===== src/rtl/led_shift_ctrl.sv =====
// LED pattern stepper: advances a W-bit pattern once per rising edge of the slow tick.
// Optional per-step counter output `step_cnt` is enabled by defining LED_STEP_COUNT_EN.
//
// mode    | meaning
// M_ROT_L | rotate left, MSB wraps to bit0
// M_ROT_R | rotate right, bit0 wraps to MSB
// M_PING  | single lit LED bounces between ends, dir tracks travel
// M_BAR   | bar graph fills from bit0, then clears
module led_shift_ctrl #(
  parameter int W = 8
) (
  input  logic         clk,
  input  logic         reset,
  input  logic         tick,
  input  logic         en,
  input  logic [1:0]   sw,
`ifdef LED_STEP_COUNT_EN
  output logic [7:0]   step_cnt,
`endif
  output logic [W-1:0] led
);

  typedef enum logic [1:0] {
    M_ROT_L = 2'b00,
    M_ROT_R = 2'b01,
    M_PING  = 2'b10,
    M_BAR   = 2'b11
  } mode_t;

  localparam logic [W-1:0] ONE = {{(W-1){1'b0}}, 1'b1};
  localparam logic [W-1:0] MSB = {1'b1, {(W-1){1'b0}}};

  mode_t        mode;
  mode_t        sw_mode;
  mode_t        nxt_mode;
  logic [1:0]   sw_q;
  logic         tick_d;
  logic         dir_right;
  logic         nxt_dir;
  logic         step;
  logic         onehot;
  logic [W-1:0] nxt_led;
  logic [W-1:0] shl;
  logic [W-1:0] shr;

  function automatic logic [W-1:0] seed(input mode_t m);
    case (m)
      M_ROT_R: seed = MSB;
      M_BAR:   seed = '0;
      default: seed = ONE;
    endcase
  endfunction

  assign sw_mode = mode_t'(sw_q);
  assign step    = tick & ~tick_d & en;
  assign onehot  = (led != '0) && ((led & (led - ONE)) == '0);
  assign shl     = {led[W-2:0], 1'b0};
  assign shr     = {1'b0, led[W-1:1]};

  always_comb begin
    nxt_mode = mode;
    nxt_led  = led;
    nxt_dir  = dir_right;
    if (sw_mode != mode) begin
      nxt_mode = sw_mode;
      nxt_led  = seed(sw_mode);
      nxt_dir  = 1'b0;
    end else if (mode == M_BAR) begin
      nxt_led = (led == '1) ? '0 : {led[W-2:0], 1'b1};
    end else if (!onehot) begin
      // a corrupted single-LED pattern is reseeded rather than propagated
      nxt_led = seed(mode);
      nxt_dir = 1'b0;
    end else begin
      case (mode)
        M_ROT_L: nxt_led = {led[W-2:0], led[W-1]};
        M_ROT_R: nxt_led = {led[0], led[W-1:1]};
        default: begin
          if (!dir_right) begin
            nxt_led = shl;
            if (shl[W-1]) nxt_dir = 1'b1;
          end else begin
            nxt_led = shr;
            if (shr[0]) nxt_dir = 1'b0;
          end
        end
      endcase
    end
  end

  // tick_d resets high so a tick already high at release is not an edge
  always_ff @(posedge clk or posedge reset) begin
    if (reset) begin
      tick_d    <= 1'b1;
      sw_q      <= 2'b00;
      mode      <= M_ROT_L;
      dir_right <= 1'b0;
      led       <= ONE;
    end else begin
      tick_d <= tick;
      sw_q   <= sw;
      if (step) begin
        mode      <= nxt_mode;
        led       <= nxt_led;
        dir_right <= nxt_dir;
      end
    end
  end

`ifdef LED_STEP_COUNT_EN
  always_ff @(posedge clk or posedge reset) begin
    if (reset) begin
      step_cnt <= 8'h00;
    end else if (step) begin
      step_cnt <= step_cnt + 8'h01;
    end
  end
`endif

endmodule


===== config.mk =====
export PLATFORM = sky130hd
export DESIGN_NAME = led_shift_ctrl
export DESIGN_NICKNAME = d
export VERILOG_FILES = /design/src/rtl/led_shift_ctrl.sv
export SDC_FILE = /design/constraint.sdc
export NUM_CORES = 1
export LEC_CHECK = 0
export BUFFER_PORTS_ARGS = -buffer_cell sky130_fd_sc_hd__buf_2
export CAP_MARGIN = 20
export CORE_AREA = 2 2 42 64
export CTS_CLUSTER_DIAMETER = 150
export DETAILED_ROUTE_END_ITERATION = 6
export DIE_AREA = 0 0 44 66
export PLACE_DENSITY_LB_ADDON = 0.08
export SLEW_MARGIN = 30
export SYNTH_ARGS = -nofsm -noshare
export SYNTH_HDL_FRONTEND = slang
export SYNTH_SLANG_ARGS = --single-unit

===== constraint.sdc =====
create_clock -name clk -period 1.95 [get_ports clk]
set_input_delay 0.2925 -clock clk [delete_from_list [all_inputs] [get_ports clk]]
set_output_delay 0.2925 -clock clk [all_outputs]
set_load 0.05 [all_outputs]

== Word-level counts from Yosys, hierarchy flattened ==
Index checks and enable logic that the tools add are counted.
Word-level totals
  register bits after elaboration: 14
  input bits: 6
  word-level logic and storage cells: 40
Cells by class
  add/sub/neg operators: 1
  equal/unequal tests: 8
  muxes and demuxes: 15
  bitwise logic cells: 4
  reductions and logical operators: 7
Operator list (count)
  2-to-1 mux 8 bit: 6
  case mux 8 bit (2 select lines): 2
  bitwise AND 8 bit: 1
  equality test 8 bit (second input constant): 1
  logical NOT 8 bit: 1
  nonzero test 8 bit: 1
  subtractor 8 x 1 -> 8 bit (second input constant): 1
  2-to-1 mux 1 bit: 7
  equality test 2 x 1 -> 1 bit (second input constant): 2
  equality test 2 bit (second input constant): 2
  != test 3 x 2 -> 1 bit (second input constant): 1
  AND reduction 3 bit: 1
  bitwise AND 1 bit: 2
  logical NOT 2 bit: 1
  != test 2 bit: 1
  != test 2 bit (second input constant): 1
  AND reduction 2 bit: 1
  OR reduction 2 bit: 1
  logical AND 1 bit: 1
  inverter 1 bit: 1

== Longest topological paths before layout ==
Gate-level depths: netlist of the first run.
  depth in word-level cells: 7
  gate-level depth with buffers: 7
  gate-level depth less buffers: 6

== Worst setup path before layout of the first run ==
OpenSTA, ideal clock, no wires.
  kind: reg-to-reg
  start: register led[5]
  end: register dir_right
  library setup time: 0.092 ns
  data arrival time: 2.062 ns
  setup slack: -0.204 ns
  stages on the path, launching flop included: 7
  path buffers: 1
  cell sequence: dfrtp_1 -> buf_6 -> or4_4 -> or3_4 -> nand3_4 -> nand3_4 -> o31ai_2
On the way
  cells in the longest elaborated chain, start to end: 7
  elaborated cells between the ends (all ways): 10
  those cells by class: add/sub: 1; eq/ne: 1; mux: 3; bitwise: 1; reduce/logical: 4
Ends and longest elaborated chain
  start, declared: line 20  | output logic [W-1:0] led
  start signal, assigned: line 104  | led <= nxt_led;
  subtractor 8 x 1 -> 8 bit: line 56  | assign onehot = (led != '0) && ((led & (led - ONE)) == '0);
  bitwise AND 8 bit: line 56
  logical NOT 8 bit: line 56
  logical AND 1 bit (*): line 56
  2-to-1 mux 1 bit: line 70  | end else if (!onehot) begin
  2-to-1 mux 1 bit: line 68  | end else if (mode == M_BAR) begin
  2-to-1 mux 1 bit: line 64  | if (sw_mode != mode) begin
  end signal, assigned: line 105  | dir_right <= nxt_dir;
  end, declared: line 38  | logic dir_right;
Every way passes the cells marked *; elsewhere a longest branch is shown, timed or not. The select of a mux whose other input is x is not followed.
A chain may end at the register's enable or synchronous reset.

== Final worst setup path of the first run ==
  start: register led[3]
  end: register led[1]
On the way
  cells in the longest elaborated chain, start to end: 7
  elaborated cells between the ends (all ways): 10
  those cells by class: add/sub: 1; eq/ne: 1; mux: 4; bitwise: 1; reduce/logical: 3
Ends and longest elaborated chain (line)
  subtractor 8 x 1 -> 8 bit: 56
  bitwise AND 8 bit: 56
  logical NOT 8 bit: 56
  logical AND 1 bit: 56
  2-to-1 mux 8 bit: 70
  2-to-1 mux 8 bit (*): 68
  2-to-1 mux 8 bit (*): 64
Every way passes the cells marked *; elsewhere a longest branch is shown, timed or not.

==> flow_metrics.tcl, run 1 <==
set metrics [dict create \
    yosys_register_bits 14 \
    rr_worst_depth 5 \
    period_share_pct 95.8 \
    r2r-end "led[1]$_DFFE_PP0P_" \
    yosys_warnings 0 \
    nNetsFinal 136 \
    wl_per_cell_um 16.3 \
    status "finished, final reports clean" \
    drtAntennaViolNets 0 \
    finalHoldViolCount 0 \
    drt-total-wl_um 2500 \
    synth.avg_cell_area_um2 8.82 \
    ios 14 \
    crit-reg2reg-launch "led[3]$_DFFE_PP0P_" \
    grt_remaining_overflow 0 \
    clock_sinks 14 \
    clock_skew_ns 0.00159 \
    start_kind "flip-flop" \
    max_stage_delay_ns 0.56 \
    portBuffers 13 \
    clock_path_buffers 2 \
    cts_tree "built" \
    num_antenna_cells 0 \
    cpMostUsedCell "nand3_4" \
    clk_latency_ns 0.30 \
    die_area_mm2 0.00290 \
    syn_area_mm2 0.00101 \
    cp_cell_sequence "or4_4 -> or3_4 -> nand3_4 -> nand3_4 -> o21ai_0" \
    synth-edff-count 0 \
    track_usage_pct 19.7 \
    synth_top_flop_cell "dfrtp_1" \
    grt_first_pass_wirelength_um 4240 \
    power_density_mw_per_mm2 946 \
    slew_headroom_pct 63.9 \
    hold_slack_ns 0.0202 \
    critPathKind "reg -> reg" \
    hp-class "in -> async" \
    yosys-top-cells-area "dfrtp_1 (30%), dfstp_2 (5.2%), o21ai_0 (4.4%)" \
    drv_cap 0 \
    cp_top_family "simple AND/OR/NAND/NOR gates" \
    max_freq_mhz 535 \
    crit_fanout 5 \
    drv_slew 0 \
    drive_above_1_share_pct 35.7 \
    critPathCaptureType "flip-flop" \
    antenna_found_initial 0 \
    async_reset_ff_share_pct 100 \
    start_util_pct 42.9 \
    place_area_mm2 0.00111 \
    cts_buffers 3 \
    final_cell_mix "buf_2 (13), nand2_1 (12), o21ai_0 (9)" \
    fin_setup_tns_ns 0 \
    clockRootBuffer "clkbuf_4" \
    first_pass_iters 4 \
    detailed_place_hpwl_um 1840 \
    crit_required_ns 2.16 \
    place.gp.congestion 0.943 \
    final_area_mm2 0.00116 \
    rows 22 \
    dr_total_vias 947 \
    die_h_um 66 \
    die_w_um 44 \
    peakVddDrop_mv 0.578 \
    syn_to_final_growth_pct 14.8 \
    h-tree-depth 1 \
    synth_cells 115 \
    worstPathArrival_ns 2.08 \
    finalPower_mw 1.10 \
    grt_pass1_vias 885 \
    yosysSeqAreaShare_pct 34.8 \
    clk_pin_slew_ns 0.09 \
    setup_viol 0 \
    grt_max_degree 15 \
    avgViaCountPerCell 6.19 \
    rsz0062_at_grt "false" \
    power.leakage_nw 0.500 \
    synth_nets 121 \
    synthDistinctLibCells 44 \
    r2r_slack_ns 0.08 \
    synth_top_area_share_pct 29.6 \
    path_buf_inv 0 \
    worstMarginPinSlew_ns 0.541 \
    slowest_stage "or4_4" \
    synth_area_leader_cell "dfrtp_1" \
    drc_errors 0 \
    dr.first_iter.drc_count 40 \
    core_area_mm2 0.00237 \
    final_common_cell "buf_2" \
    fin_crit_ns 1.87 \
]
cell usage after synthesis (2+ instances only):
cell type and count:
a211o_1 2, a21oi_1 6, a22o_1 2, a22oi_1 5
buf_2 5, buf_4 2, clkbuf_1 2, dfrtp_1 12
dfstp_2 2, inv_1 3, mux2_2 2, nand2_1 12
nand3_1 3, nand3_4 2, nand4_1 4, nor2_1 6
nor2b_1 2, nor4b_1 3, o21ai_0 9, o22ai_1 4
xnor2_1 3, xor2_1 2
registers in the layout (all words and copies together), names as in the netlist:
register   flops
tick_d         1
mode           2
sw_mode        2
led            8
dir_right      1
repair_timing:
item | 4_1_cts | 5_1_grt
hold buffers | 0 | 0
gates resized for setup | 0 | 1
hold endpoints to repair | 0 | 0
setup endpoints to repair | 0 | 5
buffers inserted | 0 | 2
metrics by stage:
stage / util [%] / instances / worst slack (ns)
after floorplan: - / 115 / 0.0270
after global placement: 46.8 / 147 / 0.00684
after detailed placement: 46.8 / 147 / 0.0597
after CTS: 48.3 / 151 / 0.0484
after global routing: 49.2 / 153 / 0.00438
final: 49.2 / 153 / 0.0825
worst reg2reg max path, cell delays in order, from the launching register on:
cell and delay [ns]:
dfrtp_2 0.41, or4_4 0.57, or3_4 0.37, nand3_4 0.12, nand3_4 0.10, o21ai_0 0.21
where the power goes:
group	switching (mW)	internal, mW	leakage, nW
logic	0.285	0.184	0.310
clock network	0.108	0.114	0.0210
registers	0.0814	0.330	0.169
total	0.474	0.628	0.500
routing by layer:
| layer | part of all wire, % | GRT usage (%) | vias up | wire length, µm |
|---|---|---|---|---|
| met5 | 0 | 0 | - | 0 |
| met4 | 4.1 | 12.1 | 0 | 102 |
| met3 | 6.0 | 1.91 | 9 | 149 |
| met2 | 50 | 32.7 | 43 | 1240 |
| met1 | 40 | 23.5 | 442 | 1010 |
| li1 | - | - | 453 | - |
worst max-delay path by stage:
stage,startpoint,to,slack (ns),cells after the start
final,led[3]$_DFFE_PP0P_,led[1]$_DFFE_PP0P_,0.08,5
after global routing,led[0]$_DFFE_PP1P_,led[0]$_DFFE_PP1P_,0.004,6
after CTS,led[3]$_DFFE_PP0P_,dir_right$_DFFE_PP0P_,0.05,6
after detailed placement,led[3]$_DFFE_PP0P_,dir_right$_DFFE_PP0P_,0.06,6
after global placement,led[3]$_DFFE_PP0P_,dir_right$_DFFE_PP0P_,0.007,6
after floorplan,led[5]$_DFFE_PP0P_,led[0]$_DFFE_PP1P_,0.03,6
cell type report:
type	count	area [µm²]
fillers	227	1200
multi-input cells	87	602
flip-flops and latches	14	360
repair buffers	21	125
clock buffers	4	36.3
well taps	24	30.0
inverters	3	11.3
kinds of logic (layout without fill, tap and decap cells):
family | Yosys count | after routing | share of synthesized area (%)
xor+xnor | 5 | 5 | 4.32
flops | 14 | 14 | 34.8
buf+inv | 14 | 28 | 7.40
mux | 3 | 3 | 3.21
compound gates | 37 | 37 | 25.2
simple gates | 42 | 42 | 25.2
(Power assumes the default switching activity.)
==> run 2: changes to the inputs <==
--- a/config.mk
+++ b/config.mk
@@ -11,6 +11,7 @@
 export CTS_CLUSTER_DIAMETER = 150
 export DETAILED_ROUTE_END_ITERATION = 6
 export DIE_AREA = 0 0 44 66
+export HOLD_SLACK_MARGIN = 0.12
 export PLACE_DENSITY_LB_ADDON = 0.08
 export SLEW_MARGIN = 30
 export SYNTH_ARGS = -nofsm -noshare
==> run 2 against run 1 <==
  * Combinational power grew 1%
  * Worst hold slack better by 0.51 ns
  * Via count is 0.11% lower
  * Utilization increased by 1.7 points
  * Clock power hardly changed
  * Die area unchanged
  * Critical path depth unchanged
  * Non-clock buffer count is 4 higher
  * Cell area is 3.4% higher
  * Routed wire length up 1.1%
  * Clock skew increased by 0.00086 ns
==> flow_metrics.tcl, run 2 (synthesis results as in run 1) <==
set metrics [dict create \
    status "finished, final reports clean" \
    fin_setup_tns_ns 0 \
    critPathKind "reg -> reg" \
    period_share_pct 95.7 \
    crit_required_ns 2.16 \
    dp_cells 147 \
    path_buf_inv 0 \
    portBuffers 13 \
    cts_tree "built" \
    ios 14 \
    crit_fanout 5 \
    peakVddDrop_mv 0.577 \
    clock_path_buffers 2 \
    hp-start "dir_right$_DFFE_PP0P_" \
    place_ws_ns 0.0597 \
    drv_cap 0 \
    fin_crit_ns 1.87 \
    fillCellCount 223 \
    avgViaCountPerCell 6.03 \
    r2r_slack_ns 0.08 \
    clockRootBuffer "clkbuf_4" \
    antenna_found_initial 0 \
    rsz0062_at_grt "false" \
    place.gp.congestion 0.943 \
    grt_max_degree 15 \
    crit-reg2reg-launch "led[3]$_DFFE_PP0P_" \
    cp_top_family "simple AND/OR/NAND/NOR gates" \
    start_kind "flip-flop" \
    drtAntennaViolNets 0 \
    final_cell_mix "buf_2 (13), nand2_1 (12), o21ai_0 (9)" \
    slew_headroom_pct 64.2 \
    largest_reg_flops 8 \
    max_freq_mhz 536 \
    syn_to_final_growth_pct 18.7 \
    final_common_cell "buf_2" \
    hold_path_end "dir_right$_DFFE_PP0P_" \
    slowest_stage "or4_4" \
    power_density_mw_per_mm2 920 \
    power.leakage_nw 0.516 \
    rows 22 \
    nNetsFinal 140 \
    dr.first_iter.drc_count 36 \
    dr_total_vias 946 \
    die_area_mm2 0.00290 \
    grt_remaining_overflow 0 \
    r2r-end "led[1]$_DFFE_PP0P_" \
    clock_sinks 14 \
    final_cells 157 \
    drive_above_1_share_pct 34.6 \
    drc_errors 0 \
    h-tree-depth 1 \
    num_antenna_cells 0 \
    finalHoldViolCount 0 \
    worstPathArrival_ns 2.07 \
    hold_slack_ns 0.529 \
    worstHoldPathCells 1 \
    clk_pin_slew_ns 0.09 \
    critPathCaptureType "flip-flop" \
    cp_cell_sequence "or4_4 -> or3_4 -> nand3_4 -> nand3_4 -> o21ai_0" \
    wl_met2_um 1260 \
    die_w_um 44 \
    setup_viol 0 \
    dr_wl_met3_um 96 \
    multi_input_area_um2 602 \
    cts_buffers 3 \
    clock_skew_ns 0.00245 \
    first_pass_iters 5 \
    clk_latency_ns 0.30 \
    drt-total-wl_um 2530 \
    max_stage_delay_ns 0.56 \
    start_util_pct 42.9 \
    detailed_place_hpwl_um 1840 \
    hp-class "reg -> reg" \
    regMostFlops "led" \
    die_h_um 66 \
    wl_per_cell_um 16.1 \
    track_usage_pct 19.7 \
    cpMostUsedCell "nand3_4" \
    worstMarginPinSlew_ns 0.537 \
    register_area_um2 360 \
    grt_pass1_vias 886 \
    drv_slew 0 \
    met1_length_um 1070 \
    core_area_mm2 0.00237 \
    timing.final.ws_setup_ns 0.0831 \
    top_layer_used "met4" \
    rr_worst_depth 5 \
    grt_first_pass_wirelength_um 4240 \
    fin_util_pct 50.9 \
]
## run 2: how the worst max path moves through the flow
stage / startpoint / to / cells past startpoint
floorplan: led[5]$_DFFE_PP0P_ / led[0]$_DFFE_PP1P_ / 6
global placement: led[3]$_DFFE_PP0P_ / dir_right$_DFFE_PP0P_ / 6
detailed placement: led[3]$_DFFE_PP0P_ / dir_right$_DFFE_PP0P_ / 6
CTS: led[3]$_DFFE_PP0P_ / dir_right$_DFFE_PP0P_ / 6
global route: led[0]$_DFFE_PP1P_ / led[0]$_DFFE_PP1P_ / 6
finish: led[3]$_DFFE_PP0P_ / led[1]$_DFFE_PP0P_ / 5
## run 2: stage by stage
stage,area (µm²),power [mW]
detailed placement,1110,0.853
finish,1200,1.11
CTS,1180,1.07
floorplan,1030,0.779
global placement,1110,0.850
global route,1200,1.17
## run 2: cell type report
| class | instances | share of cell area (%) |
|---|---|---|
| inverters | 3 | 0.935 |
| clock buffers | 4 | 3.01 |
| flip-flops and latches | 14 | 29.9 |
| multi-input cells | 87 | 49.9 |
| well taps | 24 | 2.49 |
| repair buffers | 25 | 13.7 |
## run 2: timing repair
action	in CTS	in global routing
endpoints found under the hold margin	15	0
buffers inserted	0	2
endpoints found under the setup margin	0	5
gates resized for setup	0	1
hold buffers	4	0
## run 2: power breakdown
group / internal, mW / switching [mW]
clock: 0.114 / 0.108
combinational: 0.189 / 0.286
sequential: 0.330 / 0.0811
total: 0.633 / 0.475
## run 2: per-layer routing
metal	global-route usage (%)	vias to the layer above
li1	-	463
met1	23.5	445
met2	32.7	29
met3	1.91	9
met4	12.1	0
met5	0	-
